===== src/rtl/uart_instr_loader_if.sv =====
// Byte-receiver handshake and IMEM write port of the UART instruction loader.
// The master side is the loader; the slave side is the receiver/IMEM pair.
interface uart_instr_loader_if #(
  parameter int ADDR_W = 10
);
  logic              rx_data_valid;
  logic [7:0]        rx_data;
  logic              rx_finish;
  logic              imem_we;
  logic [ADDR_W-1:0] imem_addr;
  logic [31:0]       imem_wdata;

  modport master (
    input  rx_data_valid, rx_data,
    output rx_finish, imem_we, imem_addr, imem_wdata
  );

  modport slave (
    output rx_data_valid, rx_data,
    input  rx_finish, imem_we, imem_addr, imem_wdata
  );
endinterface


===== src/rtl/uart_instr_loader.sv =====
// Boot loader: parses SYNC, LEN_LO, LEN_HI, LEN little-endian words, CSUM from the
// UART byte stream into IMEM. Optional inter-byte timeout: define LOADER_TIMEOUT_EN.
module uart_instr_loader #(
  parameter int         ADDR_W         = 10,
  parameter int         BASE_ADDR      = 0,
  parameter logic [7:0] SYNC_BYTE      = 8'hA5,
  parameter int         TIMEOUT_CYCLES = 1_000_000
) (
  input  logic        clk,
  input  logic        rst_n,
  uart_instr_loader_if.master bus,
  output logic        cpu_hold,
  output logic        load_done,
  output logic        load_err,
  output logic [15:0] word_cnt
);

  typedef enum logic [2:0] {IDLE, LEN0, LEN1, DATA, CSUM, DONE, ERR} state_t;

  localparam logic [16:0]       MAX_LEN = 17'(1) << ADDR_W;
  localparam logic [ADDR_W-1:0] BASE    = ADDR_W'(BASE_ADDR);

  state_t      state, state_next;
  logic        armed;
  logic        accept;
  logic        restart;
  logic        wr_word;
  logic        timeout_hit;
  logic [7:0]  len_lo;
  logic [15:0] len;
  logic [7:0]  csum;
  logic [1:0]  byte_idx;
  logic [23:0] word_lo;

  assign accept = bus.rx_data_valid && armed;

`ifdef LOADER_TIMEOUT_EN
  logic [31:0] idle_cnt;
  logic        active;

  assign active      = state inside {LEN0, LEN1, DATA, CSUM};
  assign timeout_hit = active && !accept && (idle_cnt == 32'(TIMEOUT_CYCLES - 1));

  always_ff @(posedge clk or negedge rst_n) begin
    if (!rst_n) begin
      idle_cnt <= '0;
    end else if (!active || accept || timeout_hit) begin
      idle_cnt <= '0;
    end else begin
      idle_cnt <= idle_cnt + 32'd1;
    end
  end
`else
  assign timeout_hit = 1'b0;
`endif

  // NOTE: every output of a combinational block gets a default first, so no path
  // through the case leaves it unassigned and a latch cannot be inferred.
  always_comb begin
    state_next = state;
    restart    = 1'b0;
    wr_word    = 1'b0;
    if (accept) begin
      case (state)
        IDLE, DONE, ERR: begin
          if (bus.rx_data == SYNC_BYTE) begin
            state_next = LEN0;
            restart    = 1'b1;
          end
        end
        LEN0: state_next = LEN1;
        LEN1: begin
          if ({1'b0, bus.rx_data, len_lo} > MAX_LEN) begin
            state_next = ERR;
          end else if ({bus.rx_data, len_lo} == 16'd0) begin
            state_next = CSUM;
          end else begin
            state_next = DATA;
          end
        end
        DATA: begin
          if (byte_idx == 2'd3) begin
            wr_word = 1'b1;
            if (word_cnt + 16'd1 == len) state_next = CSUM;
          end
        end
        CSUM:    state_next = (bus.rx_data == csum) ? DONE : ERR;
        default: state_next = IDLE;
      endcase
    end else if (timeout_hit) begin
      state_next = ERR;
    end
  end

  // NOTE: state is updated with non-blocking assignments so every register samples
  // the pre-edge values, independent of statement order within the block.
  always_ff @(posedge clk or negedge rst_n) begin
    if (!rst_n) begin
      state          <= IDLE;
      armed          <= 1'b1;
      bus.rx_finish  <= 1'b0;
      bus.imem_we    <= 1'b0;
      bus.imem_addr  <= '0;
      bus.imem_wdata <= '0;
      cpu_hold       <= 1'b1;
      load_done      <= 1'b0;
      load_err       <= 1'b0;
      word_cnt       <= '0;
      len_lo         <= '0;
      len            <= '0;
      csum           <= '0;
      byte_idx       <= '0;
      word_lo        <= '0;
    end else begin
      state         <= state_next;
      bus.rx_finish <= accept;
      bus.imem_we   <= wr_word;
      cpu_hold      <= (state_next != DONE);
      load_done     <= (state_next == DONE);
      load_err      <= (state_next == ERR);

      // Re-arm only once valid has dropped, so a slow receiver is not consumed twice.
      if (accept) begin
        armed <= 1'b0;
      end else if (!bus.rx_data_valid) begin
        armed <= 1'b1;
      end

      if (restart) begin
        word_cnt <= '0;
        csum     <= '0;
        byte_idx <= '0;
      end

      if (accept && state == LEN0) len_lo <= bus.rx_data;
      if (accept && state == LEN1) len    <= {bus.rx_data, len_lo};

      if (accept && state == DATA) begin
        csum     <= csum + bus.rx_data;
        byte_idx <= byte_idx + 2'd1;
        case (byte_idx)
          2'd0:    word_lo[7:0]   <= bus.rx_data;
          2'd1:    word_lo[15:8]  <= bus.rx_data;
          2'd2:    word_lo[23:16] <= bus.rx_data;
          default: ;
        endcase
        if (wr_word) begin
          bus.imem_addr  <= BASE + word_cnt[ADDR_W-1:0];
          bus.imem_wdata <= {bus.rx_data, word_lo};
          word_cnt       <= word_cnt + 16'd1;
        end
      end
    end
  end

endmodule


===== src/flat_wrapper.sv =====
// flat-port wrapper written by rule: the top's interface ports become plain ports
module uart_instr_loader_flat 
#(
  parameter int         ADDR_W         = 10,
  parameter int         BASE_ADDR      = 0,
  parameter logic [7:0] SYNC_BYTE      = 8'hA5,
  parameter int         TIMEOUT_CYCLES = 1_000_000
)
  (clk, rst_n, cpu_hold, load_done, load_err, word_cnt, bus_rx_data_valid, bus_rx_data, bus_rx_finish, bus_imem_we, bus_imem_addr, bus_imem_wdata);
  uart_instr_loader_if #(.ADDR_W(ADDR_W)) bus_i ();
  input  logic clk;
  input  logic rst_n;
  output logic cpu_hold;
  output logic load_done;
  output logic load_err;
  output logic [15:0] word_cnt;
  input wire logic [$bits(bus_i.rx_data_valid)-1:0] bus_rx_data_valid;
  input wire logic [$bits(bus_i.rx_data)-1:0] bus_rx_data;
  output wire logic [$bits(bus_i.rx_finish)-1:0] bus_rx_finish;
  output wire logic [$bits(bus_i.imem_we)-1:0] bus_imem_we;
  output wire logic [$bits(bus_i.imem_addr)-1:0] bus_imem_addr;
  output wire logic [$bits(bus_i.imem_wdata)-1:0] bus_imem_wdata;
  assign bus_i.rx_data_valid = bus_rx_data_valid;
  assign bus_i.rx_data = bus_rx_data;
  assign bus_rx_finish = bus_i.rx_finish;
  assign bus_imem_we = bus_i.imem_we;
  assign bus_imem_addr = bus_i.imem_addr;
  assign bus_imem_wdata = bus_i.imem_wdata;
  uart_instr_loader #(.ADDR_W(ADDR_W), .BASE_ADDR(BASE_ADDR), .SYNC_BYTE(SYNC_BYTE), .TIMEOUT_CYCLES(TIMEOUT_CYCLES)) u_core (.clk(clk), .rst_n(rst_n), .bus(bus_i), .cpu_hold(cpu_hold), .load_done(load_done), .load_err(load_err), .word_cnt(word_cnt));
endmodule

===== config.mk =====
export PLATFORM = sky130hd
export DESIGN_NAME = uart_instr_loader_flat
export DESIGN_NICKNAME = d
export VERILOG_FILES = /design/src/rtl/uart_instr_loader_if.sv /design/src/rtl/uart_instr_loader.sv /design/src/flat_wrapper.sv
export SDC_FILE = /design/constraint.sdc
export NUM_CORES = 1
export LEC_CHECK = 0
export ABC_AREA = 1
export BUFFER_PORTS_ARGS = -buffer_cell sky130_fd_sc_hd__buf_4
export CORE_MARGIN = 2
export CORE_UTILIZATION = 54
export DETAILED_ROUTE_END_ITERATION = 10
export PLACE_DENSITY = 0.75
export SETUP_SLACK_MARGIN = 0.1
export SLEW_MARGIN = 20
export SYNTH_ARGS = -nofsm -noshare
export SYNTH_HDL_FRONTEND = slang
export SYNTH_SLANG_ARGS = --single-unit

===== constraint.sdc =====
create_clock -name clk -period 3.81 [get_ports clk]
set_clock_uncertainty 0.15 [all_clocks]
set_input_delay 0.762 -clock clk [delete_from_list [all_inputs] [get_ports clk]]
set_output_delay 0.762 -clock clk [all_outputs]
set_load 0.03 [all_outputs]

==> results.ini <==
[run_status]
status = finished, final reports clean

[global_route]
antenna_found_initial = 0
met2_usage = 0.4250
grt_use_total = 0.2624
grt_pass1_vias = 4902
grt_overflow_total = 0
grt_util_met1 = 0.3417
grtUsageMet3 = 0.05977
busiest_layer = met2
grt_start_max_net_pins = 64
grt_pass1_wl_mm = 23.60

[clock_network]
clk-insertion-delay-late_ns = 0.53
cts_sinks = 125
cts_tree = done
post-cts-setup-buffers = 0
htreeDepth = 4
ctsHoldBuffers = 0
cts_resized = 0
cts.path.max_buffers = 2
cts-root-buf = clkbuf_8
cts_buffers = 17
clk_pin_slew_worst_paths_ns = 0.05

[die]
fp.dieW_um = 109.2
initial_core_util = 0.5515
fp-row-count = 38
core_um2 = 10840
die-area_um2 = 11930
die_h_um = 109.2
io_pins = 74

[synthesis]
synth-seq-area-share = 0.5237
synth-seq-cells = 125
synth_warnings = 0
ys_types = 31
syn_nets = 757
synth_area_um2 = 5978
syn_inst = 733
avgSynthCellArea_um2 = 8.156

[placed_design]
numPortBuffers = 73
preCtsSetupSlack_ns = 0.9179
gp_congestion = 0.8882
dp_hpwl_mm = 9.783

[route]
vias = 5192
detail-route-antenna-nets = 0
first_pass_iters = 5
wl_mm = 14.35
drc_errors = 0
first_iter_violations = 384
vias_per_cell = 5.408
wire_per_inst_um = 14.95

[worst_hold_path]
hp-class = input port to async pin

[critical_path]
critPathCaptureType = register
startpoint_type = register
crit_path_cell_trace = ha_1, nand2_2, nor2_8, nand3_1, nand3_1, nand2_1, nor2_1, nand2_1, nor2_1, nand3_2, o21ai_1, nand2_1, o21ai_2, nand3_1
crit_required_ns = 4.11
critPathMaxFanout = 9
critPathKind = register to register
worst_ep_arrival_time_ns = 2.91
cp_slowest_cell = dfrtp_1
max_stage_delay_ns = 0.51

[finish]
antennaDiodeCount = 0
layout.nets = 831
syn2layout_area_growth_pct = 21.33
drive_gt1_frac = 0.1622
layout_common_cells = nand2_1 (253), dfrtp_1 (123), o21ai_0 (83), buf_4 (77), nand3_1 (65)
mostFrequentLayoutCell = nand2_1

[sta]
worst_pin_slew_ns = 0.8292
layout_setup_ws_ns = 1.199
post-route-min-period_ns = 2.611
fin_setup_tns_ns = 0
maxSlewViolCount = 0
max_freq_mhz = 383.0
finalCritPeriodShare = 0.6853
final-hold-violation-count = 0
rsz0062_at_grt = no
setup_viol = 0
maxSlewHeadroom = 0.4459

[run]
drv_cap = 0

[pwr]
vdd_drop_max_uv = 407.2
p_per_area_nw_per_um2 = 721.2
total_power_w = 0.005231
p_leak_nw = 3.710

## power by group
| group | internal [W] | total, W | switching, W | leakage (nW) |
|---|---|---|---|---|
| sequential | 0.00168 | 0.00197 | 0.000296 | 1.65 |
| combinational | 0.000585 | 0.00164 | 0.00105 | 1.77 |
| clock | 0.00106 | 0.00162 | 0.000559 | 0.296 |
| total | 0.00332 | 0.00523 | 0.00191 | 3.71 |
## synthesized netlist by cell type
cell type  instances  area, µm²
a21oi_1            9      45.04
a21oi_2            1      8.760
buf_2              2      10.01
buf_4              1      7.510
clkbuf_1          20      75.07
clkinv_1           1      3.750
dfrtp_1          123       3078
dfstp_2            2      52.55
fa_1               1      20.02
ha_1              12      150.1
inv_1             63      236.5
inv_2              3      11.26
nand2_1          253      949.7
nand2_2            5      31.28
nand2_4            2      22.52
nand3_1           65      325.3
nand3_2            2      20.02
nand3b_1           5      37.54
nand4_1           13      81.33
nor2_1            34      127.6
nor2_2             4      25.02
nor2_4             4      45.04
nor2_8             2      40.04
nor3_1             6      30.03
o21ai_0           83      415.4
o21ai_1            2      10.01
o21ai_2            1      8.760
o21bai_2           1      11.26
o22ai_1            1      6.260
o31ai_1           10      75.07
xor2_1             2      17.52
## critical path, delay by kind of cell, from the launching register on
family | cells | cell delay (ns)
fa+ha+maj | 1 | 0.28
simple gates | 11 | 1.29
flops | 1 | 0.51
compound gates | 2 | 0.30
## metrics by stage
step / instance area [µm²] / instances / utilization / hold WS, ns
after CTS: 7253 / 960 / 0.6691 / 0.1758
after global routing: 7253 / 960 / 0.6691 / 0.1816
after detailed placement: 6659 / 928 / 0.6143 / 0.3103
final: 7253 / 960 / 0.6691 / 0.1821
after floorplan: 5978 / 733 / - / 0.2998
after global placement: 6659 / 928 / 0.6143 / 0.3072
## path summary, 6_finish.rpt
kind / from / endpoint / slack (ns) / cells after the start
max in group asynchronous: rst_n / u_core.cpu_hold$_DFF_PN1_ / 2.48 / 2
worst max-delay path: u_core.word_cnt[0]$_DFF_PN0_ / u_core.cpu_hold$_DFF_PN1_ / 1.20 / 14
worst max register to register: u_core.word_cnt[0]$_DFF_PN0_ / u_core.cpu_hold$_DFF_PN1_ / 1.20 / 14
min in group clk: bus_rx_data_valid / u_core.armed$_DFFE_PN1P_ / 0.19 / 2
worst min register to register: u_core.word_lo[13]$_DFFE_PN0P_ / u_core.bus.imem_wdata[13]$_DFFE_PN0P_ / 0.32 / 2
worst min-delay path: rst_n / u_core.bus.imem_addr[3]$_DFFE_PN0P_ / 0.18 / 1
## area by class of cell
class	count	area [µm²]
clock buffers	25	484.2
clock inverters	7	110.1
fillers	879	3587
inverters	67	251.5
multi-input cells	518	2504
flip-flops and latches	125	3131
well taps	140	175.2
repair buffers	78	598.1
## layer usage
| layer | vias to the layer above | part of all wire | wire [µm] |
|---|---|---|---|
| met2 | 159 | 0.48 | 6922 |
| li1 | 2527 | - | - |
| met5 | - | 0 | 0 |
| met3 | 23 | 0.055 | 792 |
| met4 | 0 | 0.019 | 274 |
| met1 | 2483 | 0.44 | 6363 |
## kinds of logic (layout without fill, tap and decap cells)
group	count (synthesis)	after routing	share of synthesized area
XOR/XNOR	2	2	0.002931
flip-flops	125	125	0.5236
buffers and inverters	90	177	0.05756
AND/OR/NAND/NOR	395	395	0.2903
AO/OA/AOI/OAI	108	108	0.09711
adder cells (fa/ha/maj)	13	13	0.02846
## registers in the layout (all words and copies together) (netlist names)
register and flops:
u_core.bus.imem_wdata 32, u_core.load_err 1, u_core.bus.rx_finish 1, u_core.word_cnt 16
u_core.csum 8, u_core.bus.imem_addr 10, u_core.byte_idx 2, u_core.load_done 1
u_core.cpu_hold 1, u_core.len_lo 8, u_core.state 3, u_core.bus.imem_we 1
u_core.word_lo 24, u_core.len 16, u_core.armed 1
(Power assumes the default switching activity.)
